[src/rtl/opnd_pkg.sv]
// Shared operand-collector definitions: instruction encodings, state enum and
// the instruction-class to operand-source mapping.
package opnd_pkg;

   localparam int unsigned W_TYPE  = 3;
   localparam int unsigned W_FUNC  = 4;
   localparam int unsigned STALL_W = 16;

   localparam logic [W_TYPE-1:0] TYPE_R = 3'd0;
   localparam logic [W_TYPE-1:0] TYPE_I = 3'd1;
   localparam logic [W_TYPE-1:0] TYPE_J = 3'd2;
   localparam logic [W_TYPE-1:0] TYPE_M = 3'd3;

   localparam logic [W_FUNC-1:0] FUNC_ADD = 4'd0;
   localparam logic [W_FUNC-1:0] FUNC_SUB = 4'd1;
   localparam logic [W_FUNC-1:0] FUNC_AND = 4'd2;
   localparam logic [W_FUNC-1:0] FUNC_OR  = 4'd3;
   localparam logic [W_FUNC-1:0] FUNC_XOR = 4'd4;
   localparam logic [W_FUNC-1:0] FUNC_SLT = 4'd5;
   localparam logic [W_FUNC-1:0] FUNC_SLL = 4'd6;
   localparam logic [W_FUNC-1:0] FUNC_SRL = 4'd7;
   localparam logic [W_FUNC-1:0] FUNC_SRA = 4'd8;

   typedef enum logic [1:0] {
      ST_EMPTY = 2'd0,
      ST_WAIT  = 2'd1,
      ST_FULL  = 2'd2
   } opnd_state_e;

   typedef enum logic [1:0] {
      B_RS  = 2'd0,
      B_RT  = 2'd1,
      B_IMM = 2'd2
   } b_sel_e;

   typedef struct packed {
      logic   a_is_rt;
      b_sel_e b_sel;
   } opnd_map_t;

   // Shifts take the shifted value from rt; reg-imm ADD/SLT use rs as the base.
   function automatic opnd_map_t opnd_map(input logic [W_TYPE-1:0] ityp,
                                          input logic [W_FUNC-1:0] func);
      opnd_map_t m;
      m.a_is_rt = 1'b1;
      m.b_sel   = B_IMM;
      if (ityp == TYPE_R) begin
         if (func == FUNC_SLL || func == FUNC_SRL || func == FUNC_SRA) begin
            m.a_is_rt = 1'b1;
            m.b_sel   = B_RS;
         end else begin
            m.a_is_rt = 1'b0;
            m.b_sel   = B_RT;
         end
      end else if (ityp == TYPE_I && (func == FUNC_ADD || func == FUNC_SLT)) begin
         m.a_is_rt = 1'b0;
         m.b_sel   = B_IMM;
      end
      return m;
   endfunction

endpackage

[src/rtl/opnd_collect_fwd_mux.sv]
// Priority search of the forwarding channels for one register operand.
// Channel 0 is the youngest producer; register 0 is never forwarded.
module fwd_mux #(
   parameter int unsigned DATA_W  = 32,
   parameter int unsigned NFWD    = 3,
   parameter int unsigned RADDR_W = 5
) (
   input  logic [RADDR_W-1:0]            addr,
   input  logic [NFWD-1:0]               fwd_valid,
   input  logic [NFWD-1:0]               fwd_rdy,
   input  logic [NFWD-1:0][RADDR_W-1:0]  fwd_addr,
   input  logic [NFWD-1:0][DATA_W-1:0]   fwd_data,
   output logic [DATA_W-1:0]             data,
   output logic                          hit,
   output logic                          pending
);

   logic sel_rdy;

   // Walk from oldest to youngest so the lowest matching index is left standing.
   always_comb begin
      hit     = 1'b0;
      sel_rdy = 1'b0;
      data    = '0;
      for (int i = int'(NFWD) - 1; i >= 0; i--) begin
         if (fwd_valid[i] && fwd_addr[i] == addr && addr != '0) begin
            hit     = 1'b1;
            sel_rdy = fwd_rdy[i];
            data    = fwd_data[i];
         end
      end
      pending = hit && !sel_rdy;
   end

endmodule

[src/rtl/opnd_collect.sv]
// Operand collector: captures an instruction, resolves its register operands
// through the forwarding network and presents registered ALU sources.
module opnd_collect
   import opnd_pkg::*;
#(
   parameter int unsigned DATA_W  = 32,
   parameter int unsigned NFWD    = 3,
   parameter int unsigned RADDR_W = 5
) (
   input  logic                          clk,
   input  logic                          resetn,
   input  logic                          in_valid,
   output logic                          in_ready,
   input  logic [W_TYPE-1:0]             ityp,
   input  logic [W_FUNC-1:0]             func,
   input  logic [DATA_W-1:0]             imme,
   input  logic [RADDR_W-1:0]            rs_addr,
   input  logic [RADDR_W-1:0]            rt_addr,
   input  logic [DATA_W-1:0]             rs_data,
   input  logic [DATA_W-1:0]             rt_data,
   input  logic [NFWD-1:0]               fwd_valid,
   input  logic [NFWD-1:0]               fwd_rdy,
   input  logic [NFWD-1:0][RADDR_W-1:0]  fwd_addr,
   input  logic [NFWD-1:0][DATA_W-1:0]   fwd_data,
   input  logic                          flush,
   output logic                          out_valid,
   input  logic                          out_ready,
   output logic [DATA_W-1:0]             source_a,
   output logic [DATA_W-1:0]             source_b,
   output logic [STALL_W-1:0]            stall_cycles
);

   opnd_state_e state, state_n;
   logic        capture, load_src;

   opnd_map_t          map;
   logic               b_is_reg, in_wait;
   logic [RADDR_W-1:0] new_a_addr, new_b_addr, a_addr_q, b_addr_q;
   logic [RADDR_W-1:0] mux_a_addr, mux_b_addr;
   logic [DATA_W-1:0]  new_a_rf, new_b_rf, a_hold, b_hold, mux_a_rf, mux_b_rf;
   logic [DATA_W-1:0]  fa_data, fb_data, res_a, res_b, a_val, b_val;
   logic               fa_hit, fa_pend, fb_hit, fb_pend;
   logic               a_pend_q, b_pend_q, a_pnd, b_pnd;

   assign map        = opnd_map(ityp, func);
   assign b_is_reg   = (map.b_sel != B_IMM);
   assign new_a_addr = map.a_is_rt ? rt_addr : rs_addr;
   assign new_a_rf   = map.a_is_rt ? rt_data : rs_data;
   assign new_b_addr = (map.b_sel == B_RS) ? rs_addr : rt_addr;
   assign new_b_rf   = (map.b_sel == B_RS) ? rs_data : rt_data;

   // While waiting, search with the latched address and fall back to the
   // register-file value captured at transfer time.
   assign in_wait    = (state == ST_WAIT);
   assign mux_a_addr = in_wait ? a_addr_q : new_a_addr;
   assign mux_b_addr = in_wait ? b_addr_q : new_b_addr;
   assign mux_a_rf   = in_wait ? a_hold   : new_a_rf;
   assign mux_b_rf   = in_wait ? b_hold   : new_b_rf;

   fwd_mux #(.DATA_W(DATA_W), .NFWD(NFWD), .RADDR_W(RADDR_W)) u_mux_a (
      .addr(mux_a_addr), .fwd_valid(fwd_valid), .fwd_rdy(fwd_rdy),
      .fwd_addr(fwd_addr), .fwd_data(fwd_data),
      .data(fa_data), .hit(fa_hit), .pending(fa_pend)
   );

   fwd_mux #(.DATA_W(DATA_W), .NFWD(NFWD), .RADDR_W(RADDR_W)) u_mux_b (
      .addr(mux_b_addr), .fwd_valid(fwd_valid), .fwd_rdy(fwd_rdy),
      .fwd_addr(fwd_addr), .fwd_data(fwd_data),
      .data(fb_data), .hit(fb_hit), .pending(fb_pend)
   );

   assign res_a = (fa_hit && !fa_pend) ? fa_data : mux_a_rf;
   assign res_b = (fb_hit && !fb_pend) ? fb_data : mux_b_rf;

   assign a_val = (in_wait && !a_pend_q) ? a_hold : res_a;
   assign a_pnd = in_wait ? (a_pend_q && fa_pend) : fa_pend;
   assign b_val = in_wait ? (b_pend_q ? res_b : b_hold)
                          : (b_is_reg ? res_b : imme);
   assign b_pnd = in_wait ? (b_pend_q && fb_pend) : (b_is_reg && fb_pend);

   assign in_ready  = (state == ST_EMPTY) || (state == ST_FULL && out_ready);
   assign out_valid = (state == ST_FULL);

   always_ff @(posedge clk or negedge resetn) begin
      if (!resetn) state <= ST_EMPTY;
      else         state <= state_n;
   end

   // Next state plus load strobes; flush overrides any concurrent transfer.
   always_comb begin
      state_n  = state;
      capture  = 1'b0;
      load_src = 1'b0;
      if (flush) begin
         state_n = ST_EMPTY;
      end else begin
         case (state)
            ST_EMPTY, ST_FULL: begin
               if (in_valid && in_ready) begin
                  if (a_pnd || b_pnd) begin
                     state_n = ST_WAIT;
                     capture = 1'b1;
                  end else begin
                     state_n  = ST_FULL;
                     load_src = 1'b1;
                  end
               end else if (state == ST_FULL && out_ready) begin
                  state_n = ST_EMPTY;
               end
            end
            ST_WAIT: begin
               capture = 1'b1;
               if (!a_pnd && !b_pnd) begin
                  state_n  = ST_FULL;
                  load_src = 1'b1;
               end
            end
            default: state_n = ST_EMPTY;
         endcase
      end
   end

   always_ff @(posedge clk or negedge resetn) begin
      if (!resetn) begin
         a_hold       <= '0;
         b_hold       <= '0;
         a_pend_q     <= 1'b0;
         b_pend_q     <= 1'b0;
         a_addr_q     <= '0;
         b_addr_q     <= '0;
         source_a     <= '0;
         source_b     <= '0;
         stall_cycles <= '0;
      end else begin
         if (capture) begin
            a_hold   <= a_val;
            b_hold   <= b_val;
            a_pend_q <= a_pnd;
            b_pend_q <= b_pnd;
            a_addr_q <= mux_a_addr;
            b_addr_q <= mux_b_addr;
         end
         if (load_src) begin
            source_a <= a_val;
            source_b <= b_val;
         end
         if (in_wait && stall_cycles != '1)
            stall_cycles <= stall_cycles + STALL_W'(1);
      end
   end

endmodule

[config.mk]
export PLATFORM = sky130hd
export DESIGN_NAME = opnd_collect
export DESIGN_NICKNAME = d
export VERILOG_FILES = /design/src/rtl/opnd_pkg.sv /design/src/rtl/opnd_collect_fwd_mux.sv /design/src/rtl/opnd_collect.sv
export SDC_FILE = /design/constraint.sdc
export NUM_CORES = 1
export LEC_CHECK = 0
export CAP_MARGIN = 30
export CORE_AREA = 2 2 164 182
export CTS_BUF_LIST = sky130_fd_sc_hd__clkbuf_4 sky130_fd_sc_hd__clkbuf_8 sky130_fd_sc_hd__clkbuf_16
export DETAILED_ROUTE_END_ITERATION = 16
export DIE_AREA = 0 0 166 184
export GPL_TIMING_DRIVEN = 0
export PLACE_DENSITY = 0.82
export SYNTH_ARGS = -nofsm -noshare
export SYNTH_HDL_FRONTEND = slang
export SYNTH_SLANG_ARGS = --single-unit
[constraint.sdc]
create_clock -name clk -period 4.9 [get_ports clk]
set_input_delay 0.735 -clock clk [delete_from_list [all_inputs] [get_ports clk]]
set_output_delay 0.735 -clock clk [all_outputs]
set_load 0.05 [all_outputs]
==> metrics <==
status=completed; syn nets=around 1500; Final Wtd Congestion=0.987; Avg Inst Size Synth=9.05 um^2; TritonCTS Buffers=17; Synth Cell Area=0.0118 mm^2; vias=about 13000; RSZ-0062 raised after global routing=yes; vias in the first global route=12400; first-pass GRT wire length=between 70 and 80 mm; met2 Use GR=0.525; Power Total=5.57 mW; post-synth top area share=0.334; M1 GR Usage=0.417; Post-synth EDFFs=0; cell row count=65; CTS tree=done; fmax=~210 MHz; Routed WL=~53 mm; Tcrit/Tclk final=0.982; Final setup viols=0; Slew @ Worst Pin=915 ps; Worst Skew=between 10 and 15 ps; HP Class=in -> async; Root Buffer=clkbuf_16; WL/cell=26.2 um; final cell area excluding filler cells=0.0164 mm^2; Die Y=roughly 180 um; clock latency on the worst-skew pair=between 400 and 500 ps; GRT Total Usage=0.333; Area Overhead vs Synth=38.9%; fraction of layout cells with a size suffix above 1=0.164; Vias/cell=about 6.4; critical setup path kind=in -> reg; Synth cell types=89; peak supply drop=between 0.0002 and 0.0003 V; min Tclk post-route=4810 ps; PwrDens=between 300 and 400 mW/mm^2; Remaining Overflow, GRT=0; fillers=2565; FFs w/ async S/R, synth=1.00; Max Cap Viol=0; Post-synth top flop=dfrtp_1; Nets=1882; Port Buffers=between 300 and 400; Synth area leader=dfrtp_1; Seq/Total Area, Yosys=0.334; final core occ=0.576; Leak=6.54 nW; top post-synthesis cells by area=dfrtp_1 (33%), mux2_2 (8.2%), mux2i_1 (5.4%), mux2_4 (5.1%), o211ai_1 (5.1%); cell count after synthesis=~1300; drt first-iter violations=~1600; worst-path fanout max=10; final cell count without fillers=a little over 2000; die width=between 150 and 200 um; DRT antenna net count=0; kind of end point of the critical path=register; Yosys reg bits=158; DRC violations left=0; Max Root-Sink Buffers=2; Cell Area, Placed=0.0155 mm^2; setup TNS=0 ps; max-slew violation count=0; pin count of the biggest net entering global routing=~120; total die area=slightly above 0.03 mm^2; Arr. time, crit path=about 5200 ps; # H-tree levels=4; TritonRoute pass-1 iters=7; Final Hold Viols=0; worst path required time=5280 ps; met3 usage=0.0900; Core Area=about 0.029 mm^2; Synth Warn #=0; Slew HR=0.390; Initial Util=0.414; initial antenna violation count=6; Reg clk slew, reported paths=around 70 ps; Cells after DPL=approximately 2000; CTS sink cnt=approximately 160; I/O pin cnt=approximately 320; Final HPWL DP=41.6 mm; crit path launch type=primary input; busiest grt layer=met2; Hold Buf Count CTS=0
==> synth_stat cells, types with 6 or more instances <==
cell,instances
xor2_1,10
xnor2_1,21
o32ai_1,28
nand2_1,71
inv_1,26
o221ai_1,20
nand4_1,8
o31ai_1,13
buf_1,6
a22o_1,13
nor2_1,135
o211ai_1,80
dfrtp_1,158
nor3_1,12
buf_2,33
a31oi_1,13
nor4_1,6
o21ai_0,42
clkbuf_1,65
mux2_4,40
mux2i_1,64
or3_1,16
a22oi_1,20
o311ai_0,17
nand3_1,101
o22ai_1,7
o21ai_1,16
a211o_1,7
a21oi_1,73
mux2_2,86
==> critical path: stages <==
cell and delay, ps:
clkdlybuf4s50_1 510, or4b_4 610, nand2_4 170, nor4_1 90
nor4_1 480, o41ai_1 180, a2111oi_2 550, o21ai_2 160
clkbuf_4 250, clkbuf_4 240, o221ai_1 530, mux2i_1 180
a21oi_1 280, mux2_2 210
==> cells by family after synthesis <==
| family | count (synthesis) | share of synthesized area |
|---|---|---|
| compound gates | 399 | 0.245 |
| simple gates | 386 | 0.156 |
| mux | 191 | 0.188 |
| flops | 158 | 0.334 |
| buf+inv | 141 | 0.0531 |
| xor+xnor | 31 | 0.0229 |
| fa+ha+maj | 1 | 0.00106 |
==> metal layers <==
layer	up-vias	routed length (um)
met3	199	5930
met2	899	24100
met4	0	3170
met1	6306	20200
li1	5667	-
met5	-	0
==> layout make-up <==
type	instances	area, um^2	area share
Multi-Input combinational cell	1008	7480	0.455
Clock buffer	18	439	0.0267
Clock inverter	14	193	0.0117
Sequential cell	158	3950	0.241
Inverter	26	97.6	0.00594
Buffer	114	564	0.0343
Timing Repair Buffer	321	3230	0.196
Antenna cell	8	20.0	0.00122
Tap cell	368	460	0.0280
==> flip-flops by register name, indices dropped and copies added, names as in the netlist, 2 cells and up <==
| name | cells |
|---|---|
| b_addr_q | 5 |
| stall_cycles | 16 |
| source_a | 32 |
| b_hold | 32 |
| source_b | 32 |
| a_hold | 32 |
| a_addr_q | 5 |
| state | 2 |
==> cells in the final DEF, fill, tap and decap left out, types with 14 or more instances in the layout <==
master           synthesis  layout
a21oi_1                 73      73
a22oi_1                 20      20
buf_2                   33      26
clkbuf_1                65      56
clkbuf_16                0      17
clkdlybuf4s50_1          0     315
dfrtp_1                158     158
inv_1                   26      26
mux2_2                  86      86
mux2_4                  40      40
mux2i_1                 64      61
nand2_1                 71      70
nand3_1                101     101
nor2_1                 135     135
o211ai_1                80      80
o21ai_0                 42      40
o21ai_1                 16      15
o221ai_1                20      14
o311ai_0                17      15
o32ai_1                 28      26
or3_1                   16      16
xnor2_1                 21      21
==> stage by stage <==
stage          hold slack [ps]  worst slack (ps)
5_1_grt                    181             -54.1
3_3_place_gp               476             -3450
3_5_place_dp               479              -907
4_1_cts                    173              15.4
6_report                   164              86.8
2_1_floorplan              439               892
==> report_power, final <==
part	switching (mW)	leakage (nW)	internal (mW)
combinational	1.22	4.23	0.927
clock	0.628	0.308	0.836
sequential	0.276	2.00	1.68
==> final timing paths <==
path	startpoint	to	slack [ps]	cells after the start
worst max-delay path	func[1]	a_hold[15]$_DFFE_PN0P_	90	14
worst min-delay path	resetn	source_b[19]$_DFFE_PN0P_	160	1
worst max register to register	state[0]$_DFFE_PN0P_	a_hold[15]$_DFFE_PN0P_	260	15
worst min register to register	source_a[29]$_DFFE_PN0P_	source_a[29]$_DFFE_PN0P_	500	1
max in group asynchronous	resetn	stall_cycles[10]$_DFFE_PN0P_	3810	2
min in group clk	source_a[29]$_DFFE_PN0P_	source_a[29]$_DFFE_PN0P_	500	1
==> repair_timing <==
item / in CTS / in global routing
setup endpoints to repair: 135 / 139
buffers inserted: 1 / 3
pin swaps: 1 / 5
gates resized for setup: 13 / 56
No activity file was read; power rests on OpenSTA's default activity.
